### config.mk
export PLATFORM = sky130hd
export DESIGN_NAME = stage1_fetch
export DESIGN_NICKNAME = d
export VERILOG_FILES = /design/src/rtl/stage1_fetch.sv
export SDC_FILE = /design/constraint.sdc
export NUM_CORES = 1
export LEC_CHECK = 0
export ABC_CLOCK_PERIOD_IN_PS = 19200
export CORE_ASPECT_RATIO = 0.5
export CORE_MARGIN = 2
export CORE_UTILIZATION = 35
export DETAILED_ROUTE_END_ITERATION = 12
export GPL_TIMING_DRIVEN = 0
export SETUP_SLACK_MARGIN = 0.2
export SYNTH_ARGS = -nofsm -noshare
export SYNTH_HDL_FRONTEND = slang
export SYNTH_SLANG_ARGS = --single-unit
### constraint.sdc
create_clock -name clk -period 19.2 [get_ports clk]
set_input_delay 3.84 -clock clk [delete_from_list [all_inputs] [get_ports clk]]
set_output_delay 3.84 -clock clk [all_outputs]
set_load 0.02 [all_outputs]
### src/rtl/stage1_fetch.sv
// stage1_fetch
// Instruction-fetch stage feeding the stage-2 decode/immediate logic.
// Keeps the fetch PC, issues in-order word requests to instruction memory,
// buffers returned words together with their PCs and hands one
// {instruction, pc} pair per cycle to stage 2 over valid/ready.
// Redirects from later stages flush the buffer and discard every response
// that is still in flight.
//
// Ports:
//   clk, rst          clock (rising edge) and async active-high reset
//   imem_req_*        request channel: valid/ready plus word address (PC)
//   imem_rsp_*        response channel: in order, one per accepted request,
//                     never backpressured
//   id_valid/id_ready handshake towards stage 2
//   id_instr, id_pc   instruction word and its PC (buffer head)
//   id_misaligned     (optional) head entry marks a misaligned redirect
//   redirect_valid/pc one-cycle control-flow redirect
//
// Optional feature macro: STAGE1_FETCH_MISALIGN_CHK_EN
//   Defined:   adds id_misaligned; a redirect to a non-word-aligned target
//              flushes, enqueues one NOP entry carrying the raw target PC and
//              halts fetch until the next redirect.
//   Undefined: the low two bits of redirect_pc are simply ignored.
module stage1_fetch #(
  parameter logic [31:0] RESET_PC   = 32'h0000_0000,
  parameter int          FIFO_DEPTH = 4
) (
  input  logic        clk,
  input  logic        rst,
  output logic        imem_req_valid,
  input  logic        imem_req_ready,
  output logic [31:0] imem_req_addr,
  input  logic        imem_rsp_valid,
  input  logic [31:0] imem_rsp_data,
  output logic        id_valid,
`ifdef STAGE1_FETCH_MISALIGN_CHK_EN
  output logic        id_misaligned,
`endif
  input  logic        id_ready,
  output logic [31:0] id_instr,
  output logic [31:0] id_pc,
  input  logic        redirect_valid,
  input  logic [31:0] redirect_pc
);

  localparam int               PTR_W     = $clog2(FIFO_DEPTH);
  localparam int               CNT_W     = PTR_W + 1;
  localparam logic [CNT_W-1:0] DEPTH_CNT = CNT_W'(FIFO_DEPTH);
  localparam logic [CNT_W:0]   DEPTH_EXT = (CNT_W + 1)'(FIFO_DEPTH);
  localparam logic [31:0]      NOP_INSTR = 32'h0000_0013;

  logic [31:0]      pc_q, pc_d;
  logic [CNT_W-1:0] outstanding_q, outstanding_d;
  logic [CNT_W-1:0] drop_q, drop_d;
  logic [CNT_W-1:0] fifoCount_q, fifoCount_d;
  logic [PTR_W-1:0] wrPtr_q, wrPtr_d;
  logic [PTR_W-1:0] rdPtr_q, rdPtr_d;
  logic [PTR_W-1:0] tagWrPtr_q, tagWrPtr_d;
  logic [PTR_W-1:0] tagRdPtr_q, tagRdPtr_d;

  logic [31:0] instrBuf_q [FIFO_DEPTH];
  logic [31:0] pcBuf_q    [FIFO_DEPTH];
  logic [31:0] tagPc_q    [FIFO_DEPTH];

  logic        fifoEmpty;
  logic        fifoFull;
  logic        creditOk;
  logic        fetchHalt;
  logic        reqFire;
  logic        pushEn;
  logic        popEn;
  logic        redirMis;
  logic [31:0] redirTarget;

`ifdef STAGE1_FETCH_MISALIGN_CHK_EN
  logic halt_q, halt_d;
  logic misBuf_q [FIFO_DEPTH];

  assign fetchHalt     = halt_q;
  assign redirMis      = (redirect_pc[1:0] != 2'b00);
  assign id_misaligned = misBuf_q[rdPtr_q];
`else
  assign fetchHalt = 1'b0;
  assign redirMis  = 1'b0;
`endif

  // Redirect targets are always fetched from a word boundary.
  assign redirTarget = redirect_pc & 32'hFFFF_FFFC;

  assign fifoEmpty = (fifoCount_q == '0);
  assign fifoFull  = (fifoCount_q == DEPTH_CNT);

  // Credit: every in-flight request (kept or to-be-dropped) reserves a slot,
  // so a kept response can never find the buffer full.
  assign creditOk = ({1'b0, outstanding_q} + {1'b0, fifoCount_q}) < DEPTH_EXT;

  // Request side: gated while in reset so nothing leaves before release.
  assign imem_req_valid = !rst && !redirect_valid && !fetchHalt && creditOk;
  assign imem_req_addr  = pc_q;
  assign reqFire        = imem_req_valid && imem_req_ready;

  // A response in a redirect cycle is discarded along with the drop backlog.
  assign pushEn = imem_rsp_valid && (drop_q == '0) && !redirect_valid;

  // Output side: head of the buffer, suppressed during a redirect cycle.
  assign id_valid = !fifoEmpty && !redirect_valid;
  assign id_instr = instrBuf_q[rdPtr_q];
  assign id_pc    = pcBuf_q[rdPtr_q];
  assign popEn    = id_valid && id_ready;

  // Next-state logic for the PC, the in-flight counters and all pointers.
  always_comb begin
    pc_d          = pc_q;
    outstanding_d = outstanding_q;
    drop_d        = drop_q;
    fifoCount_d   = fifoCount_q;
    wrPtr_d       = wrPtr_q;
    rdPtr_d       = rdPtr_q;
    tagWrPtr_d    = tagWrPtr_q;
    tagRdPtr_d    = tagRdPtr_q;
`ifdef STAGE1_FETCH_MISALIGN_CHK_EN
    halt_d        = halt_q;
`endif

    if (reqFire) begin
      pc_d       = pc_q + 32'd4;
      tagWrPtr_d = tagWrPtr_q + 1'b1;
    end
    if (imem_rsp_valid) begin
      tagRdPtr_d = tagRdPtr_q + 1'b1;
    end

    outstanding_d = outstanding_q + {{(CNT_W-1){1'b0}}, reqFire}
                                  - {{(CNT_W-1){1'b0}}, imem_rsp_valid};

    if (redirect_valid) begin
      // Everything still in flight after this cycle belongs to the old
      // path; that already includes any earlier drop backlog, so repeated
      // redirects accumulate without double counting.
      pc_d        = redirTarget;
      drop_d      = outstanding_q - {{(CNT_W-1){1'b0}}, imem_rsp_valid};
      wrPtr_d     = '0;
      rdPtr_d     = '0;
      fifoCount_d = '0;
      if (redirMis) begin
        wrPtr_d     = PTR_W'(1);
        fifoCount_d = CNT_W'(1);
      end
`ifdef STAGE1_FETCH_MISALIGN_CHK_EN
      halt_d = redirMis;
`endif
    end else begin
      if (imem_rsp_valid && (drop_q != '0)) begin
        drop_d = drop_q - 1'b1;
      end
      if (pushEn) begin
        wrPtr_d = wrPtr_q + 1'b1;
      end
      if (popEn) begin
        rdPtr_d = rdPtr_q + 1'b1;
      end
      fifoCount_d = fifoCount_q + {{(CNT_W-1){1'b0}}, pushEn}
                                - {{(CNT_W-1){1'b0}}, popEn};
    end
  end

  // State registers.
  always_ff @(posedge clk or posedge rst) begin
    if (rst) begin
      pc_q          <= RESET_PC;
      outstanding_q <= '0;
      drop_q        <= '0;
      fifoCount_q   <= '0;
      wrPtr_q       <= '0;
      rdPtr_q       <= '0;
      tagWrPtr_q    <= '0;
      tagRdPtr_q    <= '0;
`ifdef STAGE1_FETCH_MISALIGN_CHK_EN
      halt_q        <= 1'b0;
`endif
    end else begin
      pc_q          <= pc_d;
      outstanding_q <= outstanding_d;
      drop_q        <= drop_d;
      fifoCount_q   <= fifoCount_d;
      wrPtr_q       <= wrPtr_d;
      rdPtr_q       <= rdPtr_d;
      tagWrPtr_q    <= tagWrPtr_d;
      tagRdPtr_q    <= tagRdPtr_d;
`ifdef STAGE1_FETCH_MISALIGN_CHK_EN
      halt_q        <= halt_d;
`endif
    end
  end

  // Buffer and PC-tag storage. The PC of a response is the tag recorded
  // when its request was accepted, read in request order.
  always_ff @(posedge clk or posedge rst) begin
    if (rst) begin
      for (int i = 0; i < FIFO_DEPTH; i++) begin
        instrBuf_q[i] <= '0;
        pcBuf_q[i]    <= '0;
        tagPc_q[i]    <= '0;
`ifdef STAGE1_FETCH_MISALIGN_CHK_EN
        misBuf_q[i]   <= 1'b0;
`endif
      end
    end else begin
      if (reqFire) begin
        tagPc_q[tagWrPtr_q] <= pc_q;
      end
      if (pushEn) begin
        instrBuf_q[wrPtr_q] <= imem_rsp_data;
        pcBuf_q[wrPtr_q]    <= tagPc_q[tagRdPtr_q];
`ifdef STAGE1_FETCH_MISALIGN_CHK_EN
        misBuf_q[wrPtr_q]   <= 1'b0;
`endif
      end
`ifdef STAGE1_FETCH_MISALIGN_CHK_EN
      // A misaligned redirect leaves exactly one marker entry in slot 0.
      if (redirect_valid && redirMis) begin
        instrBuf_q[0] <= NOP_INSTR;
        pcBuf_q[0]    <= redirect_pc;
        misBuf_q[0]   <= 1'b1;
      end
`endif
    end
  end

  // The credit scheme must make these impossible.
  assert property (@(posedge clk) disable iff (rst) !(pushEn && fifoFull));
  assert property (@(posedge clk) disable iff (rst) outstanding_q <= DEPTH_CNT);
  assert property (@(posedge clk) disable iff (rst) fifoCount_q <= DEPTH_CNT);

endmodule

### Yosys cells after proc, flatten, opt, wreduce, memory -nomap -nowiden

Cells that the tools add are included.
Widths: inputs -> output; s select.

| word-level totals | value |
|---|---|
| input port bits | 70 |
| output and inout port bits | 98 |
| memories | 0 |
| bits in registers | 433 |
| RAM bits | 0 |
| ROM bits | 0 |
| word-level logic and storage cells | 88 |
| latch bits | 0 |

| operators by class | value |
|---|---|
| eq/ne operators | 0 |
| div/mod/pow operators | 0 |
| shifts and indexed selects | 0 |
| reductions and logical operators | 20 |
| bitwise operators | 4 |
| muxes and demuxes | 25 |
| multipliers | 0 |
| $add $sub $neg | 12 |
| $lt $le $gt $ge | 7 |

Operators by type and width:

| cell | count |
|---|---|
| $bwmux 128 | 3 |
| $mux 32 | 10 |
| $bmux 32 s2 | 3 |
| $demux 32 s2 | 2 |
| $add 32x3->32 const B | 1 |
| $ge 3x3->1 const B | 4 |
| $not 2->3 | 4 |
| $logic_and 1x1->1 | 10 |
| $mux 3 | 3 |
| $sub 3x1->3 | 3 |
| $add 2x1->2 const B | 4 |
| $mux 2 | 4 |
| $reduce_bool 2->1 | 4 |
| $add 3x1->3 | 2 |
| $logic_not 3->1 | 2 |
| $lt 3x1->1 const B | 2 |
| $add 3x3->4 | 1 |
| $lt 4x3->1 const B | 1 |
| $logic_not 1->1 | 3 |
| $reduce_bool 3->1 | 1 |
| $sub 3x1->3 const B | 1 |

### Longest topological paths before layout

| logic depth | value |
|---|---|
| word-level depth | 6 |
| gate-level depth with buffers | 13 |
| gate-level depth less buffers | 12 |

### Worst setup path before layout

OpenSTA, ideal clock, no wires.

| path | value |
|---|---|
| path type | input -> output |
| from | input port redirect_valid |
| to | output port id_valid |
| setup slack | 10506 ps |
| stages on the path | 4 |
| buffers on the path | 3 |
| data required time | 15360 ps |
| arrival | 4854 ps |
| cell sequence | clkbuf_1 > clkbuf_1 > buf_1 > nor2_1 |

| on the way | value |
|---|---|
| cells in the longest elaborated chain, start to end | 2 |

Ends and longest elaborated chain:

| what | RTL line | text |
|---|---|---|
| start: declaration | 42 | `input logic redirect_valid,` |
| $logic_not 1->1 | 106 | `assign id_valid = !fifoEmpty && !redirect_valid;` |
| $logic_and 1x1->1 | 106 |  |
| end: declaration | 35 | `output logic id_valid,` |

Every way passes these cells.

### Worst setup path in the final report

Ends and elaborated chain as after synthesis.

==> flow_metrics.env <==
export IMPL_viasPerCell=5.23
export IMPL_critical_path_top_delay_family="buffers and inverters"
export IMPL_pre_cts_slack_ns=8.59
export IMPL_gr_total_overflow=0
export IMPL_grt_pass1_wl_microns=73100
export IMPL_holdBufCountCts=0
export IMPL_p_leak_nw=10.3
export IMPL_fmax_mhz=94.4
export IMPL_outcome="complete, but fails checks"
export IMPL_synth_top_family_by_area="multiplexers"
export IMPL_synthMuxAreaShare_pct=32.7
export IMPL_die_h_microns=167
export IMPL_crit_arrival_ns=6.75
export IMPL_synthFlopType="dfrtp_1"
export IMPL_synth_most_common_cell="dfrtp_1"
export IMPL_netlist_top_cells_count="415 x dfrtp_1, 351 x mux2_2, 92 x mux4_2, 62 x nand2_1, 47 x clkbuf_1"
export IMPL_drtAntennaViolNets=0
export IMPL_wire_per_inst_microns=21.4
export IMPL_fp_row_count=59
export IMPL_synthesis_area_sq_um=18600
export IMPL_finish_instance_area_sq_um=22600
export IMPL_final_setup_tns_ns=0
export IMPL_max_slew_margin_pct=32.6
export IMPL_clkSinkCount=415
export IMPL_final_cells=2177
export IMPL_tightest_slew_ns=1.01
export IMPL_start_util_pct=35.6
export IMPL_criticalPathCategory="primary input to output pin"
export IMPL_multiInputGateArea_sq_um=7810
export IMPL_yosysTopAreaCell="dfrtp_1"
export IMPL_vdd_ir_drop_max_mv=0.0658
export IMPL_nNetsFinal=1538
export IMPL_power_density_nw_per_um2=136
export IMPL_die_w_microns=330
export IMPL_synthAdderAreaFrac_pct=1.49
export IMPL_numCtsBuffers=41
export IMPL_critPathMaxFanout=10
export IMPL_synthXorXnorAreaFrac_pct=0.612
export IMPL_grt_usage_pct=17.2
export IMPL_grt_antenna_before_repair=1
export IMPL_worst_setup_path_end_kind="output pin"
export IMPL_netlist_instances=1237
export IMPL_fillers=4668
export IMPL_synth_seq_area_share_pct=55.8
export IMPL_fin_ws_ns=8.61
export IMPL_cts_resized=0
export IMPL_ys_top_cells_by_area="dfrtp_1 56%, mux2_2 21%, mux4_2 11%"
export IMPL_first_global_vias=12700
export IMPL_synth_compound_area_share_pct=2.71
export IMPL_syn_to_final_growth_pct=21.5
export IMPL_violations="design-rule violations"
export IMPL_placed_area_sq_um=21200
export IMPL_cp_cell_sequence="clkdlybuf4s50_1 > clkbuf_1 > clkbuf_1 > buf_1 > nor2_1 > clkdlybuf4s50_1"
export IMPL_critPathMaxStageDelay_ns=0.59
export IMPL_power_mw=3.07
export IMPL_critical_path_buf_inv_count=5
export IMPL_ioPinCount=168
export IMPL_vias=11400
export IMPL_cp_slowest_cell="clkbuf_1"
export IMPL_dieArea_sq_um=55200
export IMPL_clkSlewWorstSetupHoldPaths_ns=0.06
export IMPL_io_buffers=161
export IMPL_placed_cells=2105
export IMPL_htreeDepth=2
export IMPL_setup_violations=0
export IMPL_wirelength_microns=46700
export IMPL_yosys_warnings=0
export IMPL_post_cts_buffers=0
export IMPL_first_pass_iters=11
export IMPL_drt_initial_drc_count=648
export IMPL_synth_top_cell_area_share_pct=55.8
export IMPL_async_reset_ff_share_pct=100
export IMPL_cp_required_ns=15.36
export IMPL_seq_area_sq_um=10400
export IMPL_skew_ns=0.0152
export IMPL_yosysUniqueCellTypes=50
export IMPL_clock_path_buffers=3
export IMPL_clk_latency_ns=0.55
export IMPL_cts_tree="done"
export IMPL_utilization_pct=43.3
export IMPL_hold_class="flop to flop"
export IMPL_maxCapViolations=0
export IMPL_worst_hold_slack_ns=0.478
export IMPL_hpwl_microns=32500
export IMPL_slew_violations=0
export IMPL_synth_edf_count=0
export IMPL_cp_start_kind="primary input"
export IMPL_synth_seq_cells=415
export IMPL_synth_avg_cell_area_sq_um=15.1
export IMPL_drive_gt1_share_pct=37.0
export IMPL_clockRootBuffer="clkbuf_16"
export IMPL_fin_crit_sh_pct=55.2
export IMPL_grt_max_degree=142
export IMPL_core_area_sq_um=52300
export IMPL_rsz0062_at_grt="no"
export IMPL_hold_viol=0
export IMPL_drc_errors=2
export IMPL_yosys_area_share_simple_pct=4.37
export IMPL_gp_congestion=0.815
export IMPL_timing_final_crit_period_ns=10.59
==> flip-flops by register name, summed over array words and instances (netlist names) <==
register       flops
outstanding_q      3
imem_req_addr     30
wrPtr_q            2
fifoCount_q        3
pcBuf_q          120
tagWrPtr_q         2
instrBuf_q       128
tagRdPtr_q         2
tagPc_q          120
drop_q             3
rdPtr_q            2
==> area by class of cell <==
cell class | count | area share, %
Antenna cell | 1 | 0.0111
Buffer | 83 | 1.58
Clock buffer | 60 | 5.44
Clock inverter | 11 | 0.824
Inverter | 21 | 0.382
Multi-Input combinational cell | 721 | 34.5
Sequential cell | 415 | 45.9
Tap cell | 701 | 3.88
Timing Repair Buffer | 164 | 7.49
==> report_power, final <==
part	leakage, nW	internal, mW	total [mW]	switching (mW)
Clock	0.695	0.511	0.849	0.338
Combinational	4.10	0.525	1.01	0.481
Sequential	5.54	1.09	1.22	0.125
==> cell usage in the layout (no fill, tap or decap), types with 9 or more instances in the layout <==
master | netlist | routed
buf_2 | 24 | 24
clkbuf_1 | 47 | 55
clkbuf_16 | 0 | 43
clkbuf_8 | 0 | 9
clkdlybuf4s50_1 | 0 | 161
dfrtp_1 | 415 | 415
ha_1 | 19 | 19
inv_1 | 20 | 19
mux2_2 | 351 | 351
mux4_2 | 92 | 92
nand2_1 | 62 | 62
nand3_1 | 15 | 15
nand4_1 | 13 | 13
nor2_1 | 26 | 26
nor3_1 | 9 | 9
o21ai_0 | 36 | 36
==> worst register-to-register path: stages (launching register included) <==
cell	delay (ns)
dfrtp_1	0.45
ha_1	0.23
nor3_1	0.20
and4_1	0.21
buf_2	0.20
clkinv_1	0.33
clkbuf_1	0.46
ha_1	0.42
inv_1	0.05
ha_1	0.13
inv_1	0.05
fa_1	0.37
xnor2_1	0.20
xnor2_1	0.16
==> cells by family after synthesis <==
family,count (synthesis)
xor gates and xnor gates,13
and+or+nand+nor,157
muxes,449
AOI/OAI and AO/OA,77
DFF,415
buffers and inverters,104
adders and majority gates,21
other,1
==> final timing paths <==
check                                         endpoint  slack, ns  depth (start not counted)                       start
max reg2reg                 outstanding_q[2]$_DFF_PP0_      15.63                         13  outstanding_q[1]$_DFF_PP0_
min in group asynchronous     fifoCount_q[1]$_DFF_PP0_       3.78                          2                         rst
min                            tagPc_q[58]$_DFFE_PP0P_       0.48                          2     tagPc_q[58]$_DFFE_PP0P_
max in group asynchronous  instrBuf_q[102]$_DFFE_PP0P_      13.45                          5                         rst
max                                           id_valid       8.61                          6              redirect_valid
min reg2reg                    tagPc_q[58]$_DFFE_PP0P_       0.48                          2     tagPc_q[58]$_DFFE_PP0P_
==> per-layer routing <==
layer / vias up / part of all wire (%) / global-route usage [%]
met3: 88 / 3.3 / 2.49
met4: 0 / 3.3 / 6.51
met2: 225 / 52 / 30.7
li1: 4996 / - / -
met1: 6066 / 41 / 21.0
met5: - / 0 / 0
Power figures use the tool's default switching activity.
